[src/rtl/keypad_pkg.sv]
// rtl/keypad_pkg.sv - shared FSM state, debounce counter width and key-code helper for the keypad scanner
package keypad_pkg;

    typedef enum logic [1:0] {
        ST_IDLE      = 2'd0,
        ST_DEB_PRESS = 2'd1,
        ST_HELD      = 2'd2,
        ST_DEB_REL   = 2'd3
    } kp_state_e;

    localparam int unsigned DEB_CNT_W = 4;

    function automatic int unsigned calc_key_code(input int unsigned col_idx,
                                                  input int unsigned row_idx,
                                                  input int unsigned rows);
        return col_idx * rows + row_idx;
    endfunction

endpackage

[src/rtl/keypad_scanner_onehot_encode.sv]
// rtl/keypad_scanner_onehot_encode.sv - one-hot to binary index, valid only when exactly one bit is set
module onehot_encode
    import keypad_pkg::*;
#(
    parameter int N     = 4,
    parameter int IDX_W = (N > 1) ? $clog2(N) : 1
) (
    input  logic [N-1:0]     onehot_i,
    output logic [IDX_W-1:0] idx_o,
    output logic             valid_o
);

    logic seen;
    logic multi;

    always_comb begin
        idx_o = '0;
        seen  = 1'b0;
        multi = 1'b0;
        for (int i = 0; i < N; i++) begin
            if (onehot_i[i]) begin
                idx_o = idx_o | IDX_W'(i);
                multi = multi | seen;
                seen  = 1'b1;
            end
        end
        valid_o = seen & ~multi;
    end

endmodule

[src/rtl/keypad_scanner.sv]
// rtl/keypad_scanner.sv - debounced keypad scanner with valid/ready event output
// Release events are emitted only when KEYPAD_SCANNER_RELEASE_EVT_EN is defined.
module keypad_scanner
    import keypad_pkg::*;
#(
    parameter int COLS     = 4,
    parameter int ROWS     = 4,
    parameter int DEBOUNCE = 3
) (
    input  logic                          clk,
    input  logic                          rstn,
    input  logic [COLS-1:0]               col_drv,
    input  logic [ROWS-1:0]               row_in,
    output logic [$clog2(COLS*ROWS)-1:0]  key_code,
    output logic                          key_valid,
    input  logic                          key_ready,
    output logic                          key_rel,
    output logic                          onehot_err,
    output logic                          overflow
);

    localparam int CI_W = (COLS > 1) ? $clog2(COLS) : 1;
    localparam int RI_W = (ROWS > 1) ? $clog2(ROWS) : 1;
    localparam int KC_W = $clog2(COLS * ROWS);
    localparam logic [DEB_CNT_W-1:0] DEB_LIM = DEB_CNT_W'(DEBOUNCE);
`ifdef KEYPAD_SCANNER_RELEASE_EVT_EN
    localparam bit REL_EN = 1'b1;
`else
    localparam bit REL_EN = 1'b0;
`endif

    logic [COLS-1:0]      col_q;
    logic [ROWS-1:0]      row_q;
    logic                 smp_vld_q;
    kp_state_e            state_q, state_d;
    logic [DEB_CNT_W-1:0] cnt_q, cnt_d, cnt_inc;
    logic [CI_W-1:0]      cand_col_q, cand_col_d, col_idx;
    logic [RI_W-1:0]      cand_row_q, cand_row_d, row_idx;
    logic                 col_ok, row_one, sample_ok, on_cand, cand_row_set, only_cand;
    logic                 emit, emit_rel, rel_done;
    logic [KC_W-1:0]      key_code_q, key_code_d;
    logic                 key_valid_q, key_rel_q, onehot_err_q, overflow_q;

    // smp_vld_q keeps the cleared input registers from looking like a bad strobe
    always_ff @(posedge clk) begin
        if (!rstn) begin
            col_q     <= '0;
            row_q     <= '0;
            smp_vld_q <= 1'b0;
        end else begin
            col_q     <= col_drv;
            row_q     <= row_in;
            smp_vld_q <= 1'b1;
        end
    end

    onehot_encode #(.N(COLS), .IDX_W(CI_W)) u_col_enc (
        .onehot_i (col_q),
        .idx_o    (col_idx),
        .valid_o  (col_ok)
    );

    onehot_encode #(.N(ROWS), .IDX_W(RI_W)) u_row_enc (
        .onehot_i (row_q),
        .idx_o    (row_idx),
        .valid_o  (row_one)
    );

    assign sample_ok    = smp_vld_q & col_ok;
    assign on_cand      = sample_ok && (col_idx == cand_col_q);
    assign cand_row_set = row_q[cand_row_q];
    assign only_cand    = (row_q == (ROWS'(1) << cand_row_q));
    assign cnt_inc      = cnt_q + DEB_CNT_W'(1);

    always_ff @(posedge clk) begin
        if (!rstn) begin
            state_q    <= ST_IDLE;
            cnt_q      <= '0;
            cand_col_q <= '0;
            cand_row_q <= '0;
        end else begin
            state_q    <= state_d;
            cnt_q      <= cnt_d;
            cand_col_q <= cand_col_d;
            cand_row_q <= cand_row_d;
        end
    end

    always_comb begin
        state_d    = state_q;
        cnt_d      = cnt_q;
        cand_col_d = cand_col_q;
        cand_row_d = cand_row_q;
        emit       = 1'b0;
        emit_rel   = 1'b0;
        rel_done   = 1'b0;
        case (state_q)
            ST_IDLE: begin
                if (sample_ok && row_one) begin
                    cand_col_d = col_idx;
                    cand_row_d = row_idx;
                    cnt_d      = DEB_CNT_W'(1);
                    if (DEB_LIM == DEB_CNT_W'(1)) begin
                        emit    = 1'b1;
                        state_d = ST_HELD;
                    end else begin
                        state_d = ST_DEB_PRESS;
                    end
                end
            end
            ST_DEB_PRESS: begin
                if (on_cand) begin
                    if (only_cand) begin
                        cnt_d = cnt_inc;
                        if (cnt_inc == DEB_LIM) begin
                            emit    = 1'b1;
                            state_d = ST_HELD;
                        end
                    end else begin
                        state_d = ST_IDLE;
                    end
                end
            end
            ST_HELD: begin
                if (on_cand && !cand_row_set) begin
                    cnt_d = DEB_CNT_W'(1);
                    if (DEB_LIM == DEB_CNT_W'(1)) begin
                        rel_done = 1'b1;
                        state_d  = ST_IDLE;
                    end else begin
                        state_d = ST_DEB_REL;
                    end
                end
            end
            default: begin
                if (on_cand) begin
                    if (cand_row_set) begin
                        state_d = ST_HELD;
                    end else begin
                        cnt_d = cnt_inc;
                        if (cnt_inc == DEB_LIM) begin
                            rel_done = 1'b1;
                            state_d  = ST_IDLE;
                        end
                    end
                end
            end
        endcase
        if (rel_done && REL_EN) begin
            emit     = 1'b1;
            emit_rel = 1'b1;
        end
    end

    // _d candidate covers DEBOUNCE=1, where the key is captured and emitted together
    assign key_code_d = KC_W'(calc_key_code(32'(cand_col_d), 32'(cand_row_d), ROWS));

    always_ff @(posedge clk) begin
        if (!rstn) begin
            key_code_q   <= '0;
            key_valid_q  <= 1'b0;
            key_rel_q    <= 1'b0;
            onehot_err_q <= 1'b0;
            overflow_q   <= 1'b0;
        end else begin
            if (emit) begin
                if (!key_valid_q || key_ready) begin
                    key_code_q  <= key_code_d;
                    key_rel_q   <= emit_rel;
                    key_valid_q <= 1'b1;
                end else begin
                    overflow_q <= 1'b1;
                end
            end else if (key_valid_q && key_ready) begin
                key_valid_q <= 1'b0;
            end
            if (smp_vld_q && !col_ok) begin
                onehot_err_q <= 1'b1;
            end
        end
    end

    assign key_code   = key_code_q;
    assign key_valid  = key_valid_q;
    assign key_rel    = key_rel_q & REL_EN;
    assign onehot_err = onehot_err_q;
    assign overflow   = overflow_q;

endmodule
[config.mk]
export PLATFORM = sky130hd
export DESIGN_NAME = keypad_scanner
export DESIGN_NICKNAME = d
export VERILOG_FILES = /design/src/rtl/keypad_pkg.sv /design/src/rtl/keypad_scanner_onehot_encode.sv /design/src/rtl/keypad_scanner.sv
export SDC_FILE = /design/constraint.sdc
export NUM_CORES = 1
export LEC_CHECK = 0
export ABC_AREA = 0
export CAP_MARGIN = 20
export CORE_UTILIZATION = 55
export CTS_CLUSTER_DIAMETER = 100
export CTS_CLUSTER_SIZE = 20
export DETAILED_ROUTE_END_ITERATION = 10
export PLACE_DENSITY = 0.8
export SKIP_CTS_REPAIR_TIMING = 1
export SYNTH_ARGS = -nofsm -noshare
export SYNTH_HDL_FRONTEND = slang
export SYNTH_SLANG_ARGS = --single-unit
[constraint.sdc]
create_clock -name clk -period 4.7 [get_ports clk]
set_input_delay 0.47 -clock clk [delete_from_list [all_inputs] [get_ports clk]]
set_output_delay 0.47 -clock clk [all_outputs]
set_load 0.01 [all_outputs]
==> results of run 1 <==
[power breakdown]
group,internal (mW),switching (mW)
logic,0.0348,0.0355
clock network,0.0862,0.0644
registers,0.228,0.0111
[worst min-delay path by stage]
stage,depth (start not counted),start,slack (ps),to
after floorplan,2,state_q[1],470,state_q[1]
after global placement,1,overflow,450,overflow
after detailed placement,1,onehot_err,460,onehot_err
after CTS,1,onehot_err,490,onehot_err
after global routing,2,key_code[1],510,key_code[1]
final,1,onehot_err,490,onehot_err
[worst reg2reg max path, stage by stage (launching register included)]
cell and delay [ps]:
sky130_fd_sc_hd__dfxtp_1 400, sky130_fd_sc_hd__or4b_1 580, sky130_fd_sc_hd__o311ai_4 150, sky130_fd_sc_hd__o2111ai_1 410, sky130_fd_sc_hd__mux2i_1 230, sky130_fd_sc_hd__or3_1 330, sky130_fd_sc_hd__a21oi_1 140
[registers in the layout, indices dropped and copies added, names as in the netlist]
register,count
state_q,2
onehot_err,1
key_valid,1
overflow,1
cnt_q,4
smp_vld_q,1
row_q,4
col_q,4
cand_row_q,2
cand_col_q,2
key_code,4
[per-layer routing]
| metal | GRT usage [%] | vias to the layer above | wire length, um |
|---|---|---|---|
| met4 | 3.85 | 0 | 10 |
| met5 | 0 | - | 0 |
| met2 | 40.2 | 34 | 1470 |
| li1 | - | 631 | - |
| met3 | 6.39 | 2 | 127 |
| met1 | 26.7 | 588 | 1340 |
[cell usage in the layout, fill, tap and decap left out, types with 3 or more instances in the layout]
master | synthesis | final
sky130_fd_sc_hd__mux2i_1 | 5 | 5
sky130_fd_sc_hd__nor3_1 | 3 | 3
sky130_fd_sc_hd__o21ai_0 | 7 | 7
sky130_fd_sc_hd__clkdlybuf4s50_1 | 0 | 17
sky130_fd_sc_hd__or3_1 | 6 | 6
sky130_fd_sc_hd__inv_1 | 8 | 8
sky130_fd_sc_hd__a21oi_1 | 9 | 9
sky130_fd_sc_hd__ha_1 | 6 | 6
sky130_fd_sc_hd__or2_2 | 4 | 4
sky130_fd_sc_hd__dfxtp_1 | 26 | 26
sky130_fd_sc_hd__nor2b_1 | 4 | 4
sky130_fd_sc_hd__and2_1 | 10 | 10
sky130_fd_sc_hd__nand2_1 | 9 | 9
sky130_fd_sc_hd__nor2_1 | 12 | 12
sky130_fd_sc_hd__clkbuf_4 | 0 | 3
[synth_stat cells, types with 2 or more instances]
cell,count
sky130_fd_sc_hd__dfxtp_1,26
sky130_fd_sc_hd__nor2_1,12
sky130_fd_sc_hd__and2_1,10
sky130_fd_sc_hd__a21oi_1,9
sky130_fd_sc_hd__nand2_1,9
sky130_fd_sc_hd__inv_1,8
sky130_fd_sc_hd__o21ai_0,7
sky130_fd_sc_hd__ha_1,6
sky130_fd_sc_hd__or3_1,6
sky130_fd_sc_hd__mux2i_1,5
sky130_fd_sc_hd__nor2b_1,4
sky130_fd_sc_hd__or2_2,4
sky130_fd_sc_hd__nor3_1,3
sky130_fd_sc_hd__a211oi_2,2
sky130_fd_sc_hd__a31oi_1,2
sky130_fd_sc_hd__clkbuf_1,2
sky130_fd_sc_hd__nand3_1,2
sky130_fd_sc_hd__nand3b_1,2
sky130_fd_sc_hd__nor4_1,2
sky130_fd_sc_hd__o2111ai_1,2
sky130_fd_sc_hd__o211a_1,2
sky130_fd_sc_hd__o21a_1,2
sky130_fd_sc_hd__o31ai_1,2
sky130_fd_sc_hd__xnor2_1,2
sky130_fd_sc_hd__xor2_1,2
[layout make-up]
class	instances	area share, %
tap	30	2.15
clock inverter	1	1.72
multi-input combinational	122	53.5
timing repair buffer	17	9.75
clock buffer	3	1.29
inverter	8	1.72
sequential	26	29.8
[cells by family after synthesis]
kind of cell | Yosys count
adders and majority gates | 6
buffers and inverters | 11
and+or+nand+nor | 62
xor gates and xnor gates | 4
muxes | 6
AOI/OAI and AO/OA | 43
other | 1
DFF | 26
[metrics by stage]
stage	setup slack, ps	std cells	power, mW	cell area (um^2)
floorplan	2650	159	0.292	1500
global placement	2470	203	0.311	1690
detailed placement	2430	203	0.314	1690
CTS	2400	207	0.464	1750
global route	2250	207	0.480	1750
finish	2400	207	0.460	1750
==> impl_metrics.tcl, run 1 <==
set metrics [dict create \
    reg2regPathDepth 6 \
    synthAdderAreaFrac_pct 5.00 \
    post_detailed_route_wirelength_per_cell_um 14.3 \
    final_min_period_over_clock_period_pct 49.0 \
    ant_nets 0 \
    ios 19 \
    synth_edf_count 0 \
    power.density_nw_per_um2 264 \
    critical_path_cell_count 6 \
    hp-class "reg -> reg" \
    tritoncts "built" \
    core_area_um2 2520 \
    synth_area_leader_cell "sky130_fd_sc_hd__dfxtp_1" \
    number_of_antenna_violations_at_the_first_check_in_global_routing 0 \
    setup.worst_path.class "reg -> reg" \
    drive_above_1_share_pct 11.9 \
    synth.mux.area_fraction_pct 4.84 \
    setup-violations-final 0 \
    rows 18 \
    cp_cell_sequence "or4b_1, o311ai_4, o2111ai_1, mux2i_1, or3_1, a21oi_1" \
    fill_cells 210 \
    via_count 1255 \
    floorplan.die.height_um 54.2 \
    cp_data_required_time_ps 4960 \
    unrepaired_setup_endpoints_after_global_routing "false" \
    initial_core_utilization_pct 59.5 \
    place.port_buffers 17 \
    endpoint_kind "flop" \
    slowest_delay_ps 580 \
    area_contributors_post_synth "sky130_fd_sc_hd__dfxtp_1 35%, sky130_fd_sc_hd__ha_1 5.0%, sky130_fd_sc_hd__and2_1 4.2%" \
    slew_viol_final 0 \
    syn-mean-instance-area_um2 9.44 \
    run_status "completed" \
    grt_pass1_wl_um 4770 \
    startpoint_type "flop" \
    clock_insertion_delay_worst_skew_ps 320 \
    detail_route.vias_per_cell 6.06 \
    h-tree-depth 1 \
    utilization_pct 69.2 \
    drc 0 \
    synth-async-reset-ratio_pct 0 \
    cts-root-to-sink-buffers 2 \
    postSynthCellCount 159 \
    crit_family "simple AND/OR/NAND/NOR gates" \
    tritoncts_buffers 3 \
    dpl.hpwl_um 2250 \
    period_minus_slack_ps 2300 \
    rr_startpoint "col_q[2]" \
    finalSetupTns_ps 0 \
    firstDrtPassIters 4 \
    synth.ff_latch_count 26 \
    final_net_count 195 \
    first_global_vias 1129 \
    initialDrtViolationCount 20 \
    synth-seq-area-share_pct 34.7 \
    netlist-cell-type-count 51 \
    synth_top_family_by_area "simple AND/OR/NAND/NOR gates" \
    startpoint_of_the_worst_setup_timing_path "col_q[2]" \
    die-area_um2 2940 \
    reg2reg_setup_slack_ps 2400 \
    yosys_warnings 0 \
    largest_clock_skew_in_the_final_design_ps 1.77 \
    synth_simple_gate_area_share_pct 25.0 \
    multi_input_area_um2 935 \
    cp_num_buf_inv 0 \
    critical_path.reg2reg.endpoint "key_code[2]" \
    crit_end "key_code[2]" \
    antenna_cells_inserted 0 \
    worstPathArrival_ps 2560 \
    tightestPinTransition_ps 604 \
    crit_fanout 7 \
    total_global_routing_overflow 0 \
    wl_um 2950 \
    final_hold_viol_count 0 \
    area_used_by_sequential_logic_in_the_layout_um2 520 \
    synthesis.nets 176 \
    grt_start_max_net_pins 19 \
    grt_use_total_pct 22.5 \
    leakage_nw 0.683 \
    synthFlopType "sky130_fd_sc_hd__dfxtp_1" \
    synthXorXnorAreaFrac_pct 2.34 \
    syn_area_um2 1500 \
    hold-worst-slack_ps 488 \
    root_buffer "sky130_fd_sc_hd__clkbuf_4" \
    timing.max_slew.rel_slack_pct 59.2 \
    worst_setup_hold_path_clk_slew_ps 130 \
    syn_to_final_growth_pct 16.3 \
    gp_routability_congestion 0.875 \
    critPathSlowestCell "sky130_fd_sc_hd__or4b_1" \
    fmax_ghz 0.434 \
    chipWidth_um 54.2 \
    clkSinkCount 26 \
    synth_top_area_share_pct 34.7 \
    synth_compound_gate_area_share_pct 24.9 \
    drv_cap 0 \
    max_ir_drop_vdd_mv 0.321 \
]
(Power assumes the default switching activity.)
==> inputs of run 2 (changes only) <==
--- a/config.mk
+++ b/config.mk
@@ -7,11 +7,11 @@
 export LEC_CHECK = 0
 export ABC_AREA = 0
 export CAP_MARGIN = 20
-export CORE_UTILIZATION = 55
+export CORE_UTILIZATION = 49
 export CTS_CLUSTER_DIAMETER = 100
 export CTS_CLUSTER_SIZE = 20
 export DETAILED_ROUTE_END_ITERATION = 10
-export PLACE_DENSITY = 0.8
+export PLACE_DENSITY = 0.76
 export SKIP_CTS_REPAIR_TIMING = 1
 export SYNTH_ARGS = -nofsm -noshare
 export SYNTH_HDL_FRONTEND = slang
==> constraint.sdc (replaced) <==
create_clock -name clk -period 2 [get_ports clk]
set_input_delay 0.2 -clock clk [delete_from_list [all_inputs] [get_ports clk]]
set_output_delay 0.2 -clock clk [all_outputs]
set_load 0.01 [all_outputs]
==> impl_metrics.tcl, run 2 (synthesis results as in run 1) <==
set metrics [dict create \
    wl_um 3550 \
    non_filler_instance_count_after_layout 230 \
    p_switching_uw 302 \
    gp_routability_congestion 0.842 \
    drv_cap 0 \
    layout_common_cells "23 x sky130_fd_sc_hd__dfxtp_1, 21 x sky130_fd_sc_hd__buf_4, 17 x sky130_fd_sc_hd__clkdlybuf4s50_1" \
    cts-root-to-sink-buffers 2 \
    largest_clock_skew_in_the_final_design_ps 5.69 \
    clock_insertion_delay_worst_skew_ps 340 \
    chipWidth_um 57.3 \
    tritoncts "built" \
    setup-violations-final 10 \
    total_global_routing_overflow 0 \
    share_clk_of_total_power_pct 31.8 \
    hp-class "in -> reg" \
    ios 19 \
    root_buffer "sky130_fd_sc_hd__clkbuf_4" \
    tritoncts_buffers 3 \
    detail_route.vias_per_cell 5.86 \
    timing.max_slew.rel_slack_pct 63.6 \
    power.density_nw_per_um2 584 \
    fmax_ghz 0.473 \
    floorplan.die.height_um 57.3 \
    slowest_delay_ps 530 \
    dpl.hpwl_um 2450 \
    core_area_um2 2830 \
    leakage_nw 0.806 \
    clkSinkCount 26 \
    setup.worst_path.class "reg -> reg" \
    die-area_um2 3290 \
    grt_use_total_pct 22.0 \
    via_count 1348 \
    p_int_uw 865 \
    syn_to_final_growth_pct 33.2 \
    drc 2 \
    grt_start_max_net_pins 18 \
    startpoint_type "flop" \
    unrepaired_setup_endpoints_after_global_routing "true" \
    worstPathArrival_ps 2390 \
    final_common_cell "sky130_fd_sc_hd__dfxtp_1" \
    worst_setup_hold_path_clk_slew_ps 150 \
    tightestPinTransition_ps 541 \
    final_hold_viol_count 0 \
    antenna_cells_inserted 0 \
    finalSetupTns_ps -694 \
    comb_power_share_pct 20.3 \
    ant_nets 0 \
    reg2reg_setup_slack_ps -110 \
    swShare_pct 25.9 \
    run_status "finished with violations" \
    number_of_antenna_violations_at_the_first_check_in_global_routing 0 \
    drive_above_1_share_pct 28.1 \
    h-tree-depth 1 \
    crit_fanout 5 \
    max_ir_drop_vdd_mv 0.421 \
    setup_slack_ps -113 \
    cp_cell_sequence "or4b_4, o311ai_4, buf_4, o2111ai_2, and2_4, a211oi_4, mux2i_1" \
    final_min_period_over_clock_period_pct 106 \
    critPathSlowestCell "sky130_fd_sc_hd__or4b_4" \
    endpoint_kind "flop" \
    first_global_vias 1292 \
    place.port_buffers 17 \
    post_detailed_route_wirelength_per_cell_um 15.5 \
    final_net_count 217 \
    period_minus_slack_ps 2110 \
    violated_checks "design-rule violations, negative setup slack" \
    slew_viol_final 0 \
    grt_pass1_wl_um 5550 \
    sequentialPowerShare_pct 47.9 \
    placed_cells_incl_taps 222 \
    initial_core_utilization_pct 53.0 \
    initialDrtViolationCount 42 \
    cp_data_required_time_ps 2270 \
    firstDrtPassIters 7 \
    rows 19 \
]
-- run 2: power groups by stage --
stage	logic (mW)	clock network, mW	registers [mW]
detailed placement	0.200	0	0.568
CTS	0.202	0.381	0.557
global placement	0.195	0	0.567
finish	0.237	0.371	0.559
floorplan	0.121	0	0.568
global route	0.255	0.396	0.563
-- run 2: worst paths after layout --
| kind | start | end | cells past startpoint |
|---|---|---|---|
| setup / recovery | col_q[2] | state_q[1] | 7 |
| hold / removal | col_drv[0] | col_q[0] | 2 |
| setup reg to reg | col_q[2] | state_q[1] | 7 |
| hold reg to reg | key_code[0] | key_code[0] | 2 |
-- run 2: per-stage QoR --
| stage | utilization (%) | instance area (um^2) | hold slack (ps) | power, mW | setup slack, ps |
|---|---|---|---|---|---|
| floorplan | - | 1510 | 228 | 0.689 | 1.02 |
| global placement | 64.9 | 1840 | 447 | 0.762 | -45.4 |
| detailed placement | 64.9 | 1840 | 466 | 0.768 | -111 |
| CTS | 66.7 | 1890 | 408 | 1.14 | -151 |
| global route | 70.6 | 2000 | 409 | 1.21 | -206 |
| finish | 70.6 | 2000 | 409 | 1.17 | -113 |
-- run 2: critical path, delay by kind of cell (launching register included) --
family / cells / cell delay, ps
compound gates: 3 / 500
mux: 1 / 210
simple gates: 2 / 760
buf+inv: 1 / 190
flops: 1 / 390
-- run 2: layer usage --
layer | global-route usage (%) | part of all wire (%) | vias to the layer above
met3 | 4.54 | 2.6 | 10
met4 | 9.41 | 2.1 | 0
met5 | 0 | 0 | -
met2 | 39.2 | 52 | 23
li1 | - | - | 667
met1 | 25.7 | 44 | 648
-- run 2: layout make-up --
cell class / count / area [um^2]
inverter: 8 / 30.0
tap: 31 / 38.8
timing repair buffer: 39 / 339
fill: 214 / 831
multi-input combinational: 122 / 1010
clock inverter: 1 / 30.0
clock buffer: 3 / 22.5
sequential: 26 / 527
